--- src/rtl/commit_trace_buffer.sv ---
// Retire-trace recorder: classifies each accepted commit, buffers it in a show-ahead
// circular FIFO drained over valid/ready, and tracks instruction/cycle/drop counters.
module commit_trace_buffer #(
    parameter int DATA_W      = 16,
    parameter int ADDR_W      = 16,
    parameter int REG_W       = 4,
    parameter int DEPTH       = 16,
    parameter int CNT_W       = 32,
    parameter int CYCLE_LIMIT = 100000
) (
    input  logic              clk,
    input  logic              rst,
    input  logic              commit_valid,
    input  logic [ADDR_W-1:0] commit_pc,
    input  logic              reg_write,
    input  logic [REG_W-1:0]  write_reg,
    input  logic [DATA_W-1:0] write_data,
    input  logic              mem_read,
    input  logic              mem_write,
    input  logic [ADDR_W-1:0] mem_addr,
    input  logic [DATA_W-1:0] mem_data,
    input  logic              halt,
    output logic              trace_valid,
    input  logic              trace_ready,
    output logic [2:0]        trace_kind,
    output logic [CNT_W-1:0]  trace_inum,
    output logic [ADDR_W-1:0] trace_pc,
    output logic [REG_W-1:0]  trace_reg,
    output logic [DATA_W-1:0] trace_value,
    output logic [ADDR_W-1:0] trace_addr,
    output logic [CNT_W-1:0]  inst_count,
    output logic [CNT_W-1:0]  cycle_count,
    output logic [CNT_W-1:0]  drop_count,
    output logic              overflow,
    output logic              halted,
    output logic              timeout,
    output logic              done
);

    localparam int IDX_W = $clog2(DEPTH);
    localparam int PTR_W = IDX_W + 1;

    localparam logic [2:0] KIND_LOAD  = 3'd0;
    localparam logic [2:0] KIND_ALU   = 3'd1;
    localparam logic [2:0] KIND_STORE = 3'd2;
    localparam logic [2:0] KIND_NOP   = 3'd3;
    localparam logic [2:0] KIND_HALT  = 3'd4;

    typedef enum logic [1:0] {RUN, HALTED, TIMEOUT} stateT;

    typedef struct packed {
        logic [2:0]        kind;
        logic [CNT_W-1:0]  inum;
        logic [ADDR_W-1:0] pc;
        logic [REG_W-1:0]  regIdx;
        logic [DATA_W-1:0] value;
        logic [ADDR_W-1:0] addr;
    } entryT;

    stateT            state;
    entryT            fifoMem [DEPTH];
    entryT            newEntry;
    entryT            headEntry;
    logic [PTR_W-1:0] wrPtr;
    logic [PTR_W-1:0] rdPtr;
    logic             fifoEmpty;
    logic             fifoFull;
    logic             accept;
    logic             popNow;
    logic             pushNow;
    logic             dropNow;

    // The extra pointer bit separates full (MSBs differ) from empty (pointers equal).
    assign fifoEmpty = (wrPtr == rdPtr);
    assign fifoFull  = (wrPtr[IDX_W-1:0] == rdPtr[IDX_W-1:0]) &&
                       (wrPtr[PTR_W-1] != rdPtr[PTR_W-1]);
    assign accept    = commit_valid && (state == RUN);
    assign popNow    = !fifoEmpty && trace_ready;
    assign pushNow   = accept && (!fifoFull || popNow);
    assign dropNow   = accept && fifoFull && !popNow;

    // Classification priority: halt, then register write, then store, else no-writeback.
    always_comb begin
        newEntry      = '0;
        newEntry.inum = inst_count;
        newEntry.pc   = commit_pc;
        if (halt) begin
            newEntry.kind = KIND_HALT;
        end else if (reg_write) begin
            newEntry.kind   = mem_read ? KIND_LOAD : KIND_ALU;
            newEntry.regIdx = write_reg;
            newEntry.value  = write_data;
            newEntry.addr   = mem_read ? mem_addr : '0;
        end else if (mem_write) begin
            newEntry.kind  = KIND_STORE;
            newEntry.value = mem_data;
            newEntry.addr  = mem_addr;
        end else begin
            newEntry.kind = KIND_NOP;
        end
    end

    always_ff @(posedge clk) begin
        if (pushNow) begin
            fifoMem[wrPtr[IDX_W-1:0]] <= newEntry;
        end
    end

    always_ff @(posedge clk) begin
        if (rst) begin
            state       <= RUN;
            wrPtr       <= '0;
            rdPtr       <= '0;
            inst_count  <= '0;
            cycle_count <= '0;
            drop_count  <= '0;
            overflow    <= 1'b0;
        end else begin
            if (pushNow) begin
                wrPtr <= wrPtr + PTR_W'(1);
            end
            if (popNow) begin
                rdPtr <= rdPtr + PTR_W'(1);
            end
            if (accept && (inst_count != '1)) begin
                inst_count <= inst_count + CNT_W'(1);
            end
            if (dropNow) begin
                overflow <= 1'b1;
                if (drop_count != '1) begin
                    drop_count <= drop_count + CNT_W'(1);
                end
            end
            // A halt on the limit cycle takes precedence over the watchdog.
            if (state == RUN) begin
                cycle_count <= cycle_count + CNT_W'(1);
                if (accept && halt) begin
                    state <= HALTED;
                end else if (cycle_count == CNT_W'(CYCLE_LIMIT - 1)) begin
                    state <= TIMEOUT;
                end
            end
        end
    end

    assign headEntry   = fifoEmpty ? '0 : fifoMem[rdPtr[IDX_W-1:0]];
    assign trace_valid = !fifoEmpty;
    assign trace_kind  = headEntry.kind;
    assign trace_inum  = headEntry.inum;
    assign trace_pc    = headEntry.pc;
    assign trace_reg   = headEntry.regIdx;
    assign trace_value = headEntry.value;
    assign trace_addr  = headEntry.addr;
    assign halted      = (state == HALTED);
    assign timeout     = (state == TIMEOUT);
    assign done        = (halted || timeout) && fifoEmpty;

endmodule

--- config.mk ---
export PLATFORM = sky130hd
export DESIGN_NAME = commit_trace_buffer
export DESIGN_NICKNAME = d
export VERILOG_FILES = /design/src/rtl/commit_trace_buffer.sv
export SDC_FILE = /design/constraint.sdc
export NUM_CORES = 1
export LEC_CHECK = 0
export BUFFER_PORTS_ARGS = -buffer_cell sky130_fd_sc_hd__buf_2
export CAP_MARGIN = 10
export CORE_ASPECT_RATIO = 1.1
export CORE_MARGIN = 5
export CORE_UTILIZATION = 62
export DETAILED_ROUTE_END_ITERATION = 6
export GPL_ROUTABILITY_DRIVEN = 0
export HOLD_SLACK_MARGIN = 0.1
export PLACE_DENSITY = 0.88
export SKIP_LAST_GASP = 1
export SYNTH_ARGS = -nofsm -noshare
export SYNTH_HDL_FRONTEND = slang
export SYNTH_SLANG_ARGS = --single-unit
--- constraint.sdc ---
create_clock -name clk -period 13.7 [get_ports clk]
set_clock_uncertainty 0.05 [all_clocks]
set_input_delay 3.425 -clock clk [delete_from_list [all_inputs] [get_ports clk]]
set_output_delay 3.425 -clock clk [all_outputs]
set_load 0.02 [all_outputs]
==> metrics.md, run 1 <==
| Metric | Value |
|---|---|
| Largest net degree at the start of global routing | `126` |
| Crit path kind | `reg -> out` |
| Worst Tran Pin Value | `1.32 ns` |
| RSZ-0062 raised after global routing | `false` |
| Data arrival, critical path | `5.30 ns` |
| Syn Nets | `2863` |
| Vias in the first global route | `32606` |
| Core area | `94200 µm²` |
| Post-DP HPWL | `75500 µm` |
| Syn. warnings | `0` |
| Number of buffers created by CTS | `143` |
| WP data required | `10.22 ns` |
| Max Cap Viol | `0` |
| Area growth, synth to finish | `12.0%` |
| Mapped Cells | `2776` |
| Post-synthesis sequential area ratio | `0.748` |
| Setup Buffers After CTS | `0` |
| Final Slew Violations | `0` |
| Row cnt | `118` |
| Final Hold Fails | `0` |
| Fmax achieved | `0.114 GHz` |
| Unique masters post-synth | `61` |
| Vias | `31123` |
| Register bit total from synthesis | `1505` |
| CTS root buffer | `clkbuf_16` |
| Worst-skew pair later-pin latency | `0.76 ns` |
| P_leak | `0.0207 µW` |
| Grt total ovfl | `0` |
| # port buffers | `263` |
| DR WL/cell | `35.5 µm` |
| Peak VDD IR | `0.000251 V` |
| Setup-failing EPs final | `0` |
| Hold Path Class | `reg -> reg` |
| Critical Path End Type | `output pin` |
| Sum of negative setup slack | `0 ns` |
| Pwr/cell area | `158 nW/µm²` |
| Ys flop type | `edfxtp_1` |
| H-tree level count | `4` |
| Startpoint types | `flop` |
| Post-synth EDFFs | `1392` |
| Final ANT Viol Nets | `0` |
| Synthesized area | `58900 µm²` |
| GRT Overall Usage | `0.311` |
| Nets@finish | `3143` |
| Residual DRC | `0` |
| CTS Hold Buffers Added | `0` |
| Relative slew slack | `0.123` |
| First-pass GRT wire length | `228000 µm` |
| Final period util | `0.640` |
| FFs w/ async S/R, synth | `0` |
| Clock Tree Buf Depth | `3` |
| # clock sinks | `1505` |
| Avg Cell Area, Syn | `21.2 µm²` |
| Die Width | `304 µm` |
| Final min period | `8.77 ns` |
| Clock slew at reported path FFs | `0.06 ns` |
| Fillers | `5219` |
| Critical Path Fanout Max | `125` |
| Fin util | `0.700` |
| I/O pin total | `264` |
| Outcome | `completed` |
| Initial antenna violation count | `6` |
| Post_cts resized | `0` |
| Die area | `101000 µm²` |
| Initial DRC count | `4754` |
| Initial Util | `0.625` |
| CTS tree | `done` |
| Pre-Repair DR Iteration Count | `6` |
| Share of cells above drive strength 1 | `0.313` |
| Via-to-Cell Ratio | `7.02` |
| DIE HEIGHT | `333 µm` |
| Routed wire length | `157000 µm` |
==> sequential cells by signal, summed over array words and instances, names as in the netlist, named ones only <==
name         flops
cycle_count     32
drop_count      32
fifoMem       1392
inst_count      32
overflow         1
rdPtr            5
state            2
wrPtr            5
==> worst max-delay path, stage by stage (launching register included) <==
cell	delay, ns
dfxtp_4	0.97
buf_12	0.79
buf_12	0.66
mux4_2	0.63
mux4_2	0.50
nor2b_1	0.25
buf_2	0.26
==> report_power, final <==
part | total [µW] | switching [µW] | internal [µW] | leakage (µW)
sequential | 5120 | 65.7 | 5060 | 0.0135
clock | 3940 | 1750 | 2190 | 0.00220
combinational | 1370 | 760 | 607 | 0.00499
==> metrics by stage <==
step	total power, µW	area, µm²	instances	setup slack, ns	hold WS (ns)
floorplan	6160	58900	2776	3.26	0.444
global placement	6510	61400	4171	5.79	0.429
detailed placement	6560	61400	4171	5.70	0.445
CTS	10500	66000	4431	4.83	0.460
global route	10700	66000	4432	4.46	0.488
finish	10400	66000	4434	4.93	0.464
==> synth_stat cells (all sizes together), types with 2 or more instances <==
| cell | number | area [µm²] |
|---|---|---|
| nand2 | 34 | 128 |
| and2 | 28 | 175 |
| o211ai | 3 | 22.5 |
| mux4 | 435 | 9800 |
| xnor2 | 19 | 166 |
| a21oi | 47 | 239 |
| xor2 | 32 | 288 |
| or4 | 21 | 164 |
| a22o | 16 | 140 |
| and3 | 26 | 163 |
| clkbuf | 83 | 313 |
| o31ai | 16 | 120 |
| ha | 11 | 138 |
| inv | 22 | 82.6 |
| a21o | 3 | 22.5 |
| nor2b | 103 | 644 |
| nor4 | 17 | 136 |
| or3 | 25 | 158 |
| edfxtp | 1392 | 41800 |
| and4 | 11 | 96.3 |
| nor2 | 79 | 297 |
| mux2i | 5 | 50.1 |
| nand3 | 32 | 165 |
| mux2 | 11 | 124 |
| a211oi | 3 | 22.5 |
| o21ai | 27 | 135 |
| or2 | 4 | 27.5 |
| o2111ai | 2 | 17.5 |
| dfxtp | 113 | 2260 |
| buf | 90 | 539 |
| nand4 | 40 | 265 |
| nor3 | 12 | 70.1 |
==> cells by family (layout without fill, tap and decap cells) <==
kind of cell    count (synthesis)  in the layout  synth area share
other cells                     0              3                 0
flops                        1505           1505             0.748
buf+inv                       195            590            0.0159
fa+ha+maj                      11             11           0.00234
simple gates                  438            438            0.0432
compound gates                125            125            0.0134
mux                           451            451             0.169
xor+xnor                       51             51           0.00771
==> placed cells by master, fill, tap and decap left out, types with 39 or more instances in the layout <==
master,synthesis,routed
a21oi_1,46,46
buf_2,50,262
buf_4,33,43
clkbuf_16,0,145
dfxtp_1,113,109
edfxtp_1,1392,1392
mux4_2,435,435
nand4_1,39,39
nor2_1,79,77
nor2b_1,103,101
==> worst paths after layout <==
| path | end | cells after the start | startpoint | slack (ns) |
|---|---|---|---|---|
| max reg2reg | fifoMem[1][12]$_DFFE_PP_ | 7 | state[0]$_SDFFE_PP0P_ | 8.97 |
| min | overflow$_SDFFE_PP0P_ | 2 | overflow$_SDFFE_PP0P_ | 0.46 |
| max | trace_inum[21] | 6 | flop | 4.93 |
| min reg2reg | overflow$_SDFFE_PP0P_ | 2 | overflow$_SDFFE_PP0P_ | 0.46 |
==> final cells by class <==
cell class | instances | area [µm²] | area share
multi-input combinational | 1076 | 14000 | 0.212
clock buffer | 179 | 3760 | 0.0569
antenna | 3 | 7.51 | 0.000114
timing repair buffer | 308 | 1690 | 0.0257
sequential | 1505 | 44100 | 0.668
tap | 1260 | 1580 | 0.0239
clock inverter | 81 | 790 | 0.0120
inverter | 22 | 82.6 | 0.00125
==> layer usage <==
metal	track usage	vias up	part of all wire
met5	0	-	0.00017
met4	0.117	4	0.042
met2	0.536	2643	0.52
met1	0.388	15916	0.32
met3	0.0791	470	0.12
li1	-	12090	-
No activity file was read; power rests on OpenSTA's default activity.
==> run 2: changes to the inputs <==
--- a/config.mk
+++ b/config.mk
@@ -9,11 +9,11 @@
 export CAP_MARGIN = 10
 export CORE_ASPECT_RATIO = 1.1
 export CORE_MARGIN = 5
-export CORE_UTILIZATION = 62
+export CORE_UTILIZATION = 55
 export DETAILED_ROUTE_END_ITERATION = 6
 export GPL_ROUTABILITY_DRIVEN = 0
 export HOLD_SLACK_MARGIN = 0.1
-export PLACE_DENSITY = 0.88
+export PLACE_DENSITY = 0.83
 export SKIP_LAST_GASP = 1
 export SYNTH_ARGS = -nofsm -noshare
 export SYNTH_HDL_FRONTEND = slang
==> constraint.sdc (replaced) <==
create_clock -name clk -period 7.4 [get_ports clk]
set_clock_uncertainty 0.05 [all_clocks]
set_input_delay 1.85 -clock clk [delete_from_list [all_inputs] [get_ports clk]]
set_output_delay 1.85 -clock clk [all_outputs]
set_load 0.02 [all_outputs]
==> run 2 against run 1 <==
Effect of this change:
- via count shrank 3.7%
- wire length shrank 9.3%
- sequential power grew 85%
- non-clock buffer count grew 18
- first-iteration DRC count shrank 16%
- setup slack lost 3.3 ns
- utilization shrank 7.8 points
- hold slack lost 0.0086 ns
- global-route usage shrank 5.9 points
- critical endpoint is now trace_kind[1]
==> metrics.md, run 2 (synthesized netlist as in run 1, its figures left out) <==
| Metric | Value |
|---|---|
| Outcome | `completed` |
| Clock Tree Buf Depth | `3` |
| Sw Pwr | `4690 µW` |
| Area of placed instances | `61900 µm²` |
| DIE HEIGHT | `353 µm` |
| CTS tree | `done` |
| FF-to-FF setup slack | `3.41 ns` |
| Pwr/cell area | `288 nW/µm²` |
| I/O pin total | `264` |
| Worst-skew pair later-pin latency | `0.75 ns` |
| Relative slew slack | `0.225` |
| First-pass GRT wire length | `210000 µm` |
| Routed wire length | `143000 µm` |
| Via-to-Cell Ratio | `6.51` |
| Initial antenna violation count | `5` |
| Clock group share of total power | `0.373` |
| Die Width | `322 µm` |
| Internal power | `14500 µW` |
| Critical Path Fanout Max | `35` |
| Max FFs per register | `1392` |
| Design Area, Final | `66500 µm²` |
| Row cnt | `126` |
| P_leak | `0.0208 µW` |
| GRT Overall Usage | `0.252` |
| Die area | `114000 µm²` |
| Worst Tran Pin Value | `1.16 ns` |
| Pre-Repair DR Iteration Count | `5` |
| Logic pwr share | `0.134` |
| # port buffers | `263` |
| Most common cell after layout, fill and taps aside | `edfxtp_1` |
| Nets@finish | `3162` |
| Share of cells above drive strength 1 | `0.317` |
| Residual DRC | `0` |
| Initial Util | `0.551` |
| Buf+Inv Stages, Crit Path | `2` |
| DR WL/cell | `31.0 µm` |
| Post-DP HPWL | `72400 µm` |
| Core area | `107000 µm²` |
| Post_cts resized | `0` |
| CTS root buffer | `clkbuf_16` |
| CP delay by family, top | `multiplexers` |
| Startpoint types | `flop` |
| Setup-failing EPs final | `0` |
| Most frequent cells in the layout | `edfxtp_1 (1392), mux4_2 (435), buf_2 (262), clkbuf_16 (145), dfxtp_1 (109)` |
| Final ANT Viol Nets | `0` |
| Hold Path Class | `reg -> reg` |
| RSZ-0062 raised after global routing | `false` |
| CP cell instances | `buf_4 > mux4_2 > mux4_2 > nor2b_1 > buf_2` |
| # clock sinks | `1505` |
| Most common cell on crit path | `mux4_2` |
| Number of buffers created by CTS | `144` |
| Setup ws final | `1.63 ns` |
| Crit path kind | `reg -> out` |
| Final period util | `0.780` |
| CTS Hold Buffers Added | `0` |
| Clock slew at reported path FFs | `0.06 ns` |
| Max Cap Viol | `0` |
| Vias in the first global route | `30947` |
| Critical Path End Type | `output pin` |
| Fmax achieved | `0.173 GHz` |
| Area growth, synth to finish | `12.9%` |
| Vias | `29961` |
| Final Hold Fails | `0` |
| Slowest library cell on the worst path | `dfxtp_4` |
| H-tree level count | `4` |
| Final min period | `5.77 ns` |
| Grt total ovfl | `0` |
| Setup Buffers After CTS | `0` |
| Critical Path Max Stage Delay | `0.82 ns` |
| Switch share | `0.245` |
| Fillers | `6951` |
| Data arrival, critical path | `3.87 ns` |
| Sequential power share | `0.493` |
| Sum of negative setup slack | `0 ns` |
| Initial DRC count | `4011` |
| Largest net degree at the start of global routing | `99` |
| Setup WS pre-CTS | `2.31 ns` |
| Final Slew Violations | `0` |
| WP data required | `5.50 ns` |
| Peak VDD IR | `0.000245 V` |
[run 2: area by class of cell]
cell class,instances,area [µm²],share of cell area
Antenna cell,7,17.5,0.000263
Clock buffer,179,3790,0.0569
Inverter,22,82.6,0.00124
Multi-Input combinational cell,1076,14000,0.211
Sequential cell,1505,44100,0.663
Timing Repair Buffer,326,2020,0.0303
Clock inverter,78,766,0.0115
Tap cell,1408,1760,0.0265
[run 2: metal layers]
metal | global-route usage | wire (µm) | up-vias
li1 | - | - | 12142
met1 | 0.344 | 51900 | 15543
met2 | 0.411 | 71900 | 2015
met3 | 0.0622 | 15000 | 261
met4 | 0.0745 | 3950 | 0
met5 | 0 | 0 | -
[run 2: path summary, 6_finish.rpt]
check | start | cells past startpoint | endpoint
worst max-delay path | flop | 5 | trace_kind[1]
worst min-delay path | overflow$_SDFFE_PP0P_ | 2 | overflow$_SDFFE_PP0P_
worst max register to register | wrPtr[2]$_SDFFE_PP0P_ | 5 | fifoMem[8][25]$_DFFE_PP_
worst min register to register | overflow$_SDFFE_PP0P_ | 2 | overflow$_SDFFE_PP0P_
[run 2: metrics by stage]
step / total power, µW / std cells / hold slack (ns) / utilization
after floorplan: 11400 / 2776 / 0.444 / -
after global placement: 12200 / 4337 / 0.431 / 0.580
after detailed placement: 12200 / 4337 / 0.438 / 0.580
after CTS: 19300 / 4594 / 0.465 / 0.622
after global routing: 19800 / 4595 / 0.496 / 0.622
final: 19200 / 4601 / 0.456 / 0.622
[run 2: worst reg2reg max path, stage by stage (launching register included)]
cell	delay (ns)
dfxtp_1	0.56
xnor2_1	0.13
and4_1	0.33
a21oi_1	0.93
and3_4	1.05
buf_4	0.56
[run 2: power groups by stage]
| stage | combinational (µW) | clock [µW] | sequential [µW] |
|---|---|---|---|
| 4_1_cts | 2610 | 7230 | 9460 |
| 2_1_floorplan | 1840 | 0 | 9570 |
| 6_report | 2560 | 7150 | 9450 |
| 3_3_place_gp | 2530 | 0 | 9620 |
| 3_5_place_dp | 2560 | 0 | 9630 |
| 5_1_grt | 2730 | 7630 | 9460 |
